<file path="src/rtl/des_decrypt_core.sv">
// Iterative DES decryption core: one Feistel round per clock, subkeys produced
// on the fly by rotating C and D right so K16 comes first and K1 last.
module des_decrypt_core #(
  parameter bit CHECK_PARITY = 1'b0
) (
  input  logic        clk,
  input  logic        rst_n,
  input  logic        in_valid,
  output logic        in_ready,
  input  logic [1:64] ct,
  input  logic [1:64] key,
  output logic        out_valid,
  input  logic        out_ready,
  output logic [1:64] pt,
  output logic        busy,
  output logic        key_err
);

  localparam int IP_T [64] = '{
    58, 50, 42, 34, 26, 18, 10, 2, 60, 52, 44, 36, 28, 20, 12, 4,
    62, 54, 46, 38, 30, 22, 14, 6, 64, 56, 48, 40, 32, 24, 16, 8,
    57, 49, 41, 33, 25, 17,  9, 1, 59, 51, 43, 35, 27, 19, 11, 3,
    61, 53, 45, 37, 29, 21, 13, 5, 63, 55, 47, 39, 31, 23, 15, 7};
  localparam int FP_T [64] = '{
    40, 8, 48, 16, 56, 24, 64, 32, 39, 7, 47, 15, 55, 23, 63, 31,
    38, 6, 46, 14, 54, 22, 62, 30, 37, 5, 45, 13, 53, 21, 61, 29,
    36, 4, 44, 12, 52, 20, 60, 28, 35, 3, 43, 11, 51, 19, 59, 27,
    34, 2, 42, 10, 50, 18, 58, 26, 33, 1, 41,  9, 49, 17, 57, 25};
  localparam int E_T [48] = '{
    32,  1,  2,  3,  4,  5,  4,  5,  6,  7,  8,  9,  8,  9, 10, 11,
    12, 13, 12, 13, 14, 15, 16, 17, 16, 17, 18, 19, 20, 21, 20, 21,
    22, 23, 24, 25, 24, 25, 26, 27, 28, 29, 28, 29, 30, 31, 32,  1};
  localparam int P_T [32] = '{
    16,  7, 20, 21, 29, 12, 28, 17,  1, 15, 23, 26,  5, 18, 31, 10,
     2,  8, 24, 14, 32, 27,  3,  9, 19, 13, 30,  6, 22, 11,  4, 25};
  localparam int PC1_T [56] = '{
    57, 49, 41, 33, 25, 17,  9,  1, 58, 50, 42, 34, 26, 18,
    10,  2, 59, 51, 43, 35, 27, 19, 11,  3, 60, 52, 44, 36,
    63, 55, 47, 39, 31, 23, 15,  7, 62, 54, 46, 38, 30, 22,
    14,  6, 61, 53, 45, 37, 29, 21, 13,  5, 28, 20, 12,  4};
  localparam int PC2_T [48] = '{
    14, 17, 11, 24,  1,  5,  3, 28, 15,  6, 21, 10, 23, 19, 12,  4,
    26,  8, 16,  7, 27, 20, 13,  2, 41, 52, 31, 37, 47, 55, 30, 40,
    51, 45, 33, 48, 44, 49, 39, 56, 34, 53, 46, 42, 50, 36, 29, 32};
  // Each S-box is stored row-major: index = {b1,b6} * 16 + {b2..b5}.
  localparam int S_T [8][64] = '{
    '{14, 4, 13, 1, 2, 15, 11, 8, 3, 10, 6, 12, 5, 9, 0, 7,
      0, 15, 7, 4, 14, 2, 13, 1, 10, 6, 12, 11, 9, 5, 3, 8,
      4, 1, 14, 8, 13, 6, 2, 11, 15, 12, 9, 7, 3, 10, 5, 0,
      15, 12, 8, 2, 4, 9, 1, 7, 5, 11, 3, 14, 10, 0, 6, 13},
    '{15, 1, 8, 14, 6, 11, 3, 4, 9, 7, 2, 13, 12, 0, 5, 10,
      3, 13, 4, 7, 15, 2, 8, 14, 12, 0, 1, 10, 6, 9, 11, 5,
      0, 14, 7, 11, 10, 4, 13, 1, 5, 8, 12, 6, 9, 3, 2, 15,
      13, 8, 10, 1, 3, 15, 4, 2, 11, 6, 7, 12, 0, 5, 14, 9},
    '{10, 0, 9, 14, 6, 3, 15, 5, 1, 13, 12, 7, 11, 4, 2, 8,
      13, 7, 0, 9, 3, 4, 6, 10, 2, 8, 5, 14, 12, 11, 15, 1,
      13, 6, 4, 9, 8, 15, 3, 0, 11, 1, 2, 12, 5, 10, 14, 7,
      1, 10, 13, 0, 6, 9, 8, 7, 4, 15, 14, 3, 11, 5, 2, 12},
    '{7, 13, 14, 3, 0, 6, 9, 10, 1, 2, 8, 5, 11, 12, 4, 15,
      13, 8, 11, 5, 6, 15, 0, 3, 4, 7, 2, 12, 1, 10, 14, 9,
      10, 6, 9, 0, 12, 11, 7, 13, 15, 1, 3, 14, 5, 2, 8, 4,
      3, 15, 0, 6, 10, 1, 13, 8, 9, 4, 5, 11, 12, 7, 2, 14},
    '{2, 12, 4, 1, 7, 10, 11, 6, 8, 5, 3, 15, 13, 0, 14, 9,
      14, 11, 2, 12, 4, 7, 13, 1, 5, 0, 15, 10, 3, 9, 8, 6,
      4, 2, 1, 11, 10, 13, 7, 8, 15, 9, 12, 5, 6, 3, 0, 14,
      11, 8, 12, 7, 1, 14, 2, 13, 6, 15, 0, 9, 10, 4, 5, 3},
    '{12, 1, 10, 15, 9, 2, 6, 8, 0, 13, 3, 4, 14, 7, 5, 11,
      10, 15, 4, 2, 7, 12, 9, 5, 6, 1, 13, 14, 0, 11, 3, 8,
      9, 14, 15, 5, 2, 8, 12, 3, 7, 0, 4, 10, 1, 13, 11, 6,
      4, 3, 2, 12, 9, 5, 15, 10, 11, 14, 1, 7, 6, 0, 8, 13},
    '{4, 11, 2, 14, 15, 0, 8, 13, 3, 12, 9, 7, 5, 10, 6, 1,
      13, 0, 11, 7, 4, 9, 1, 10, 14, 3, 5, 12, 2, 15, 8, 6,
      1, 4, 11, 13, 12, 3, 7, 14, 10, 15, 6, 8, 0, 5, 9, 2,
      6, 11, 13, 8, 1, 4, 10, 7, 9, 5, 0, 15, 14, 2, 3, 12},
    '{13, 2, 8, 4, 6, 15, 11, 1, 10, 9, 3, 14, 5, 0, 12, 7,
      1, 15, 13, 8, 10, 3, 7, 4, 12, 5, 6, 11, 0, 14, 9, 2,
      7, 11, 4, 1, 9, 12, 14, 2, 0, 6, 10, 13, 15, 3, 5, 8,
      2, 1, 14, 7, 4, 10, 8, 13, 15, 12, 9, 0, 3, 5, 6, 11}};

  typedef enum logic [1:0] {IDLE, ROUND, DONE} state_t;

  state_t      state;
  logic [1:32] l_q, r_q;
  logic [1:28] c_q, d_q;
  logic [4:0]  rnd;

  logic [1:64] ip_ct, rl_new, fp_out;
  logic [1:56] pc1_key, cd_rot;
  logic [1:28] c_rot, d_rot;
  logic [1:48] subkey, e_r, s_in;
  logic [1:32] s_out, f_out, r_new;
  logic [7:0]  byte_even;

  // Right-rotation schedule that walks the encryption shifts backwards.
  always_comb begin
    c_rot = c_q;
    d_rot = d_q;
    case (rnd)
      5'd1: begin
        c_rot = c_q;
        d_rot = d_q;
      end
      5'd2, 5'd9, 5'd16: begin
        c_rot = {c_q[28], c_q[1:27]};
        d_rot = {d_q[28], d_q[1:27]};
      end
      default: begin
        c_rot = {c_q[27:28], c_q[1:26]};
        d_rot = {d_q[27:28], d_q[1:26]};
      end
    endcase
  end

  assign cd_rot = {c_rot, d_rot};
  assign s_in   = e_r ^ subkey;
  assign r_new  = l_q ^ f_out;
  assign rl_new = {r_new, r_q};

  for (genvar i = 0; i < 64; i++) begin : g_p64
    assign ip_ct[i+1]  = ct[IP_T[i]];
    assign fp_out[i+1] = rl_new[FP_T[i]];
  end
  for (genvar i = 0; i < 56; i++) begin : g_pc1
    assign pc1_key[i+1] = key[PC1_T[i]];
  end
  for (genvar i = 0; i < 48; i++) begin : g_p48
    assign subkey[i+1] = cd_rot[PC2_T[i]];
    assign e_r[i+1]    = r_q[E_T[i]];
  end
  for (genvar i = 0; i < 32; i++) begin : g_p32
    assign f_out[i+1] = s_out[P_T[i]];
  end
  for (genvar j = 0; j < 8; j++) begin : g_sbox
    logic [5:0] six;
    assign six = s_in[6*j+1 +: 6];
    assign s_out[4*j+1 +: 4] = 4'(S_T[j][{six[5], six[0], six[4:1]}]);
    assign byte_even[j] = ~^key[8*j+1 +: 8];
  end

  assign in_ready = (state == IDLE);
  assign busy     = (state == ROUND);

  always_ff @(posedge clk or negedge rst_n) begin
    if (!rst_n) begin
      state     <= IDLE;
      l_q       <= '0;
      r_q       <= '0;
      c_q       <= '0;
      d_q       <= '0;
      rnd       <= '0;
      pt        <= '0;
      out_valid <= 1'b0;
      key_err   <= 1'b0;
    end else begin
      case (state)
        IDLE: begin
          if (in_valid) begin
            {l_q, r_q} <= ip_ct;
            {c_q, d_q} <= pc1_key;
            rnd        <= 5'd1;
            key_err    <= CHECK_PARITY ? (|byte_even) : 1'b0;
            state      <= ROUND;
          end
        end
        ROUND: begin
          l_q <= r_q;
          r_q <= r_new;
          c_q <= c_rot;
          d_q <= d_rot;
          if (rnd == 5'd16) begin
            pt        <= fp_out;
            out_valid <= 1'b1;
            state     <= DONE;
          end else begin
            rnd <= rnd + 5'd1;
          end
        end
        DONE: begin
          if (out_ready) begin
            out_valid <= 1'b0;
            state     <= IDLE;
          end
        end
        default: state <= IDLE;
      endcase
    end
  end

endmodule

</file>
<file path="config.mk">
export PLATFORM = sky130hd
export DESIGN_NAME = des_decrypt_core
export DESIGN_NICKNAME = d
export VERILOG_FILES = /design/src/rtl/des_decrypt_core.sv
export SDC_FILE = /design/constraint.sdc
export NUM_CORES = 1
export LEC_CHECK = 0
export ABC_AREA = 1
export ABC_CLOCK_PERIOD_IN_PS = 4300
export BUFFER_PORTS_ARGS = -buffer_cell sky130_fd_sc_hd__buf_2
export CAP_MARGIN = 20
export CORE_ASPECT_RATIO = 0.6
export CORE_MARGIN = 3
export CORE_UTILIZATION = 46
export DETAILED_ROUTE_END_ITERATION = 12
export PLACE_DENSITY_LB_ADDON = 0.05
export SETUP_SLACK_MARGIN = 0.5
export SLEW_MARGIN = 5
export SYNTH_ARGS = -nofsm -noshare
export SYNTH_HDL_FRONTEND = slang
export SYNTH_SLANG_ARGS = --single-unit
export TNS_END_PERCENT = 30
</file>
<file path="constraint.sdc">
create_clock -name clk -period 4.3 [get_ports clk]
set_clock_uncertainty 0.2 [all_clocks]
set_input_delay 0.645 -clock clk [delete_from_list [all_inputs] [get_ports clk]]
set_output_delay 0.645 -clock clk [all_outputs]
set_load 0.01 [all_outputs]
</file>
==> results of run 1 <==
[synth_stat cells, types with 3 or more instances]
cell type,n
a21boi_1,3
inv_1,185
nand4_1,5
nor2_1,128
nand2_2,23
a21oi_1,20
ha_1,66
a22oi_1,13
a21oi_2,19
buf_2,16
xor2_2,4
xor2_1,4
inv_2,18
a221oi_1,38
o21ai_2,8
clkbuf_1,51
nand3_1,426
nand2_1,1016
o211ai_1,33
o221ai_1,11
o22ai_1,7
o21ai_0,49
buf_6,8
nor3_1,34
o21ai_1,4
buf_4,19
dfrtp_1,192
buf_1,10
[metrics by stage]
stage               utilization  area (µm²)
floorplan                     -       15450
global placement         0.5136       16810
detailed placement       0.5136       16810
CTS                      0.5345       17500
global route             0.5414       17720
finish                   0.5414       17720
[area by class of cell]
cell class	instances	area, µm²	area share
Clock buffer	18	439.2	0.02478
Clock inverter	14	234.0	0.01320
Sequential cell	192	4805	0.2711
Multi-Input combinational cell	1925	9465	0.5341
Inverter	205	770.7	0.04349
Tap cell	450	563.0	0.03177
Timing Repair Buffer	241	1446	0.08161
[final timing paths]
path / startpoint / end / slack (ps) / depth (start not counted)
setup / recovery: rnd[1] / r_q[16] / 580 / 20
hold / removal: rst_n / l_q[2] / -30 / 1
setup reg to reg: rnd[1] / r_q[16] / 580 / 20
hold reg to reg: pt[40] / pt[40] / 280 / 2
max in group asynchronous: rst_n / pt[15] / 2900 / 2
min in group clk: out_ready / state[1] / 200 / 2
[routing by layer]
layer	vias up	routed length (µm)	global-route usage
met1	8118	29270	0.5211
met3	62	7296	0.1021
met5	-	0	0
met2	905	24340	0.4699
met4	0	964	0.06354
li1	8206	-	-
[sequential cells by signal, indices dropped and copies added, names as in the netlist]
| name | cells |
|---|---|
| c_q | 28 |
| d_q | 28 |
| l_q | 32 |
| out_valid | 1 |
| pt | 64 |
| r_q | 32 |
| rnd | 5 |
| state | 2 |
[logic make-up after synthesis]
family | after synthesis | synth area share
simple gates | 1638 | 0.4429
buf+inv | 310 | 0.08584
compound gates | 208 | 0.09604
flops | 192 | 0.3110
fa+ha+maj | 66 | 0.05345
xor+xnor | 11 | 0.01061
other cells | 1 | 0.0002427
[repair_timing]
| item | in CTS | in global routing |
|---|---|---|
| setup endpoints to repair | 2 | 58 |
| pin swaps | 1 | 2 |
| buffers inserted | 0 | 6 |
| cloned | 1 | 1 |
| resized for setup | 0 | 26 |
| hold buffers | 0 | 0 |
[cells in the final DEF (no fill, tap or decap), types with 2 or more instances in the layout]
master and count:
nand2_1 1006, nand3_1 422, dfrtp_1 192, buf_2 189
inv_1 185, nor2_1 125, ha_1 63, o21ai_0 48
buf_4 43, a221oi_1 38, nor3_1 34, o211ai_1 33
nand2_2 31, a21oi_2 19, inv_2 19, a21oi_1 19
clkbuf_16 18, a22oi_1 13, o221ai_1 11, o21ai_2 8
o22ai_1 7, bufinv_16 6, nand4_1 5, nand3_2 5
clkinv_2 5, o21ai_1 5, buf_12 5, nor2_4 4
xor2_1 4, xor2_2 4, a21boi_1 3, ha_4 3
nand3_4 2, nand2_4 2, a22oi_2 2, xor2_4 2
clkbuf_8 2, inv_6 2
==> impl_summary.md, run 1 <==
Run status
The run finished, with violations left. The final reports fail on negative hold slack.

Setup path
The type of destination of the critical path is a flip-flop. STA classifies the critical path startpoint as a flip-flop. The family of cells with the greatest summed delay on the critical path is buffers and inverters. The cell with the largest stage delay on the worst path is xor2_2.

The signal arrival time at the worst endpoint is 3860 ps. For this run, the slowest stage of the critical path takes 530 ps. Counting both buffers and inverters, the worst setup path holds a total of 6. The type of the setup path with the least slack is reg -> reg. At the worst endpoint, the required time is 4450 ps. The cell type with the highest occurrence count on the critical path is nand2_1. In this run the worst path has a maximum fanout of 11. The critical path goes through inv_1, ha_1, nand3_2, nand3_4, nor2_8, buf_12, buf_4, inv_2, buf_4, o21ai_2, xor2_2, inv_2, nand2_1, nor2_1, nand2_1, nand2_1, nand2_1, nand3_1, nand2_1, nand2_1.

STA
In the finished design, the share of the clock period the worst path needs comes to 0.8640. The tightest slew margin relative to the limit is 0.4014. The tightest hold path in the finished design has a slack of -30.99 ps. Setup slack on the critical path of the routed design comes to 584.9 ps.

The transition time at the pin with the least slew margin is 897.0 ps. The final number of hold-violating endpoints is 3. The shortest period the worst path allows is 3715 ps. The number of max-slew violations in the final report came to 0.

For the final routed database, the setup TNS stands at 0 ps. The total of endpoints with negative setup slack in the final report is 0. Setup repair after global routing could not meet its margin everywhere.

The highest clock rate is 0.2692 GHz.

Synth
Ranked by total cell area, the synthesized netlist is headed by dfrtp_1 (31%), nand2_1 (25%), nand3_1 (14%). The total number of yosys warnings is 0. Synthesis handed over a netlist of 2426 instances. Dividing the synthesized area by the synthesized cell count gives 6.369 µm². After synthesis the netlist holds a flip-flop and latch count of 192. The most used flip-flop cell after synthesis is dfrtp_1. The number of nets in the synthesized netlist is 2624. The share of synthesized area occupied by flip-flops and latches is 0.3110. Synthesis instantiated 40 different standard cells from the library. In the synthesized netlist the async set-or-reset flop fraction comes to 1.000.

The synthesized design contains 0 enable-type register cells. The largest total area in the synthesized netlist belongs to dfrtp_1. The netlist area before placement is 15450 µm². Of the post-synthesis cell area, the dominant cell type holds 0.3110.

Die
The width of the chip is 242.6 µm. The die covers 35900 µm². In this run the core area contains 51 standard-cell rows. For this configuration, the core starts out at a cell density of 0.4720.

For this design the top-level I/O count stands at 200. The chip height is 148.0 µm. The core region is 32740 µm².

Placed design
Detailed placement finished with a half-perimeter wire length of 45.90 mm. The post-placement worst setup slack is 455.2 ps. The weighted congestion at the end of routability-driven global placement is 0.9662. The number of port buffers is 190. The number of cells in the design after placement is 3005.

Routing
Summed over all layers, the routed wires come to 61.87 mm. The detail route stage leaves a number of antenna-violating nets equal to 0. The post-detailed-route DRC marker count is 0. Using the TritonRoute via totals, the vias-per-cell ratio works out to 5.678.

The initial DRC count is 2073. The detailed-route via count is 17290. The pre-antenna-repair detailed-routing pass consisted of 6 iterations. In the final routed layout, each cell accounts on average for 20.32 µm.

Global routing
The total congestion overflow is 0. The initial antenna violation count was 0. The aggregate global-route resource usage is 0.3400.

The first-pass GRT wire length is 93.61 mm. The pin count of the biggest net entering global routing is 93. The via count of the first global-routing pass is 15590.

Clocking
The number of buffers created by CTS is 17. The clock insertion delay at the later pin of the skew report is 470 ps. The TritonCTS clock tree is done. The tree built by TritonCTS fans out to 192 sinks. The maximum buffer depth of the clock tree is 2. CTS placed an instance of clkbuf_16 at the clock tree root.

Clock-pin slew was measured on the worst setup and hold paths at 80 ps. The level count of the clock H-tree is 4.

Final layout
The synthesis-to-finish area growth is 14.71%. The non-filler instance count after layout is 3045. The number of antenna diodes in the final layout is 0.

Of the cells placed in the final design, the portion with a size suffix greater than 1 is 0.1461. The layout has 3283 filler cells. The final-stage net count is 2780.

Worst hold path
The classification of the worst-slack hold path is in -> async.

Job
The number of maximum-capacitance constraint violations is 0.
Power of run 1 is not shown: default switching activity piles up to over one toggle a cycle in this logic, so the estimate is an artifact.
==> run 2: changes to the inputs <==
RECOVER_POWER = 50   (was not set)
==> run 2 against run 1 <==
Effect of this change: the flow finishes with violations (max-capacitance violations, max-slew violations); sequential cell count unchanged; first-iteration DRC count unchanged; non-clock buffer count unchanged; sequential share of layout area up 0.098 points; fmax down 0.21%; routed wire length about the same; die area unchanged; core utilization down 0.19 points; via count about the same; cell count about the same; clock-buffer cell count unchanged; critical path type unchanged.
==> impl_summary.md, run 2 (synthesis gave the netlist of run 1 again) <==
Run status
The flow ran to the end, but the final reports show violations. The final reports fail on max-capacitance violations, max-slew violations.

Clocking
The clock insertion delay at the later pin of the skew report came to 470 ps (about the same). The clock-pin slew reported for the worst setup and hold paths after clock tree synthesis came to 80 ps (about the same). The number of clock sinks is 192 (unchanged). The hold-fix buffer count after cts was 0 (unchanged).

The root cell of the clock tree is clkbuf_16. The maximum buffer depth of the clock tree is 2 (unchanged). The number of buffers created by CTS was 17 (unchanged).

The level count of the clock H-tree is 4 (unchanged). TritonCTS built the clock tree.

Routing
The number of detailed-routing iterations run before antenna repair is 6 (unchanged). The routed wire length is 61.90 mm (about the same). The initial DRC count is 2073 (unchanged). The detail-routed via count per cell is 5.672 (-0.11%). The detailed-route via count is 17280 (-0.075%). The average wire per cell in the routed design is 20.32 µm (about the same).

The post-detailed-route DRC marker count is 0 (unchanged). The remaining number of nets flagged by the antenna check after routing is 0 (unchanged).

Setup path
The type of destination of the critical path is a flip-flop. The worst setup path is launched from a flip-flop. The signal arrival time at the worst endpoint is 3870 ps (about the same). The cell with the largest stage delay on the worst path is xor2_2. The largest stage delay on the critical path came to 540 ps (about the same). The number of cell instances on the worst register-to-register path is 20 (unchanged). The critical path goes through inv_1, ha_1, nand3_2, nand3_4, nor2_8, buf_12, buf_4, inv_2, buf_4, o21ai_2, xor2_2, inv_2, nand2_1, nor2_1, nand2_1, nand2_1, nand2_1, nand3_1, nand2_1, nand2_1.

The required arrival time at the worst endpoint was 4450 ps (about the same). The critical-path maximum fanout was 11 (unchanged). Among the stages of the critical path, the cell type that occurs most often is nand2_1. The type of the setup path with the least slack is reg -> reg.

STA
The worst-case setup margin in the final layout is 577.0 ps (-7.859 ps). The number of max-slew violations in the final report is 79 (+79). Setup repair after global routing could not meet its margin everywhere. The transition time at the pin with the least slew margin came to 2109 ps (+1212 ps). The shortest period the worst path allows was 3723 ps (+7.859 ps). The final number of hold-violating endpoints was 0 (-3).

The aggregate negative setup slack is 0 ps (unchanged). The highest clock rate is 0.2686 GHz (-0.21%). The final clock period utilization by the worst path is 0.8658 (+0.001828). The total of endpoints with negative setup slack in the final report is 0 (unchanged). The tightest slew margin relative to the limit came to -0.4062 (-0.8076).

Die
The standard cell core area is 32740 µm² (unchanged). The chip height is 148.0 µm (unchanged). The die outline area is 35900 µm² (unchanged).

The effective utilization at floorplan was 0.4720 (unchanged). The number of cell rows is 51 (unchanged). The width of the chip is 242.6 µm (unchanged). The boundary pin count was 200 (unchanged).

Final layout
The number of inserted filler cells in the final layout is 3308 (+0.76%). The synthesis-to-finish area growth is 14.29%. The largest registers in the layout are pt: 64 flops, l_q: 32 flops, r_q: 32 flops. The final-stage net count is 2780 (unchanged).

The fraction of final layout cells sized beyond drive strength 1 is 0.1329 (-0.01310). Ranked by flip-flop count, first place goes to pt. The most common cell after layout, fill and taps aside is nand2_1.

In the layout the commonest cells are nand2_1 (1006), nand3_1 (422), dfrtp_1 (192). The non-filler instance count after layout is 3046 (+0.033%). The number of flip-flops under the largest register name is 64 (unchanged).

Global routing
The first-pass GRT wire length is 93.61 mm (unchanged). The pin count of the biggest net entering global routing is 93 (unchanged). The via count of the first global-routing pass is 15590 (unchanged). The aggregate global-route resource usage is 0.3400 (unchanged).

The total congestion overflow is 0 (unchanged). The initial antenna violation count came to 0 (unchanged).

Placed design
The weighted congestion at the end of routability-driven global placement came to 0.9662 (unchanged). The post-placement worst setup slack is 455.2 ps (unchanged). The number of cells in the design after placement was 3005 (unchanged).

The half-perimeter wire length after placement is 45.90 mm (unchanged). The number of port buffers was 190 (unchanged).

Worst hold path
The worst hold path cell count is 2. The tightest min-delay check is of the in -> reg type.

Job
The number of maximum-capacitance constraint violations is 1 (+1).
## run 2: cell count changes in the layout (fill, tap and decap cells not counted)
cell      previous run  this run
clkbuf_2             0         1
buf_12               5         4
clkbuf_8             2         1
clkbuf_4             0         1
diode_2              0         1
buf_2              189       156
buf_4               43        42
clkbuf_1             0        34
## run 2: metrics by stage
| stage | instance area, µm² | utilization | hold WS, ps |
|---|---|---|---|
| global route | 17660 | 0.5394 | 194.9 |
| CTS | 17500 | 0.5345 | 10.73 |
| global placement | 16810 | 0.5136 | 259.5 |
| finish | 17660 | 0.5395 | 196.5 |
| detailed placement | 16810 | 0.5136 | 260.7 |
| floorplan | 15450 | - | 149.4 |
## run 2: layout make-up
cell class / count / area [µm²] / area share
inverter: 205 / 770.7 / 0.04364
clock buffer: 18 / 439.2 / 0.02487
sequential: 192 / 4805 / 0.2721
multi-input combinational: 1925 / 9465 / 0.5360
timing repair buffer: 241 / 1380 / 0.07815
tap: 450 / 563.0 / 0.03188
antenna: 1 / 2.502 / 0.0001417
clock inverter: 14 / 234.0 / 0.01325
## run 2: routing by layer
metal,up-vias,GRT usage,part of all wire
met5,-,0,0
met4,0,0.06354,0.016
met3,66,0.1021,0.11
met2,888,0.4699,0.39
met1,8122,0.5211,0.48
li1,8202,-,-
## run 2: path summary, 6_finish.rpt
kind	slack [ps]	from	to
worst min register to register	280	pt[40]	pt[40]
worst max register to register	580	rnd[1]	r_q[16]
worst min-delay path	200	out_ready	state[1]
max in group asynchronous	920	rst_n	pt[15]
min in group asynchronous	520	rst_n	l_q[2]
worst max-delay path	580	rnd[1]	r_q[16]
## run 2: timing repair
action                     in CTS  in global routing
setup endpoints to repair       2                 58
setup buffers                   0                  6
pin swaps                       1                  2
resized for setup               0                 26
gates cloned                    1                  1
## run 2: critical path: cells and delay by family, from the launching register on
kind	cells	cell delay [ps]
flip-flops	1	410
buffers and inverters	6	1110
AND/OR/NAND/NOR	11	1040
XOR/XNOR	1	540
AO/OA/AOI/OAI	1	70
adder cells (fa/ha/maj)	1	210
Power of run 2 is left out for the same reason.
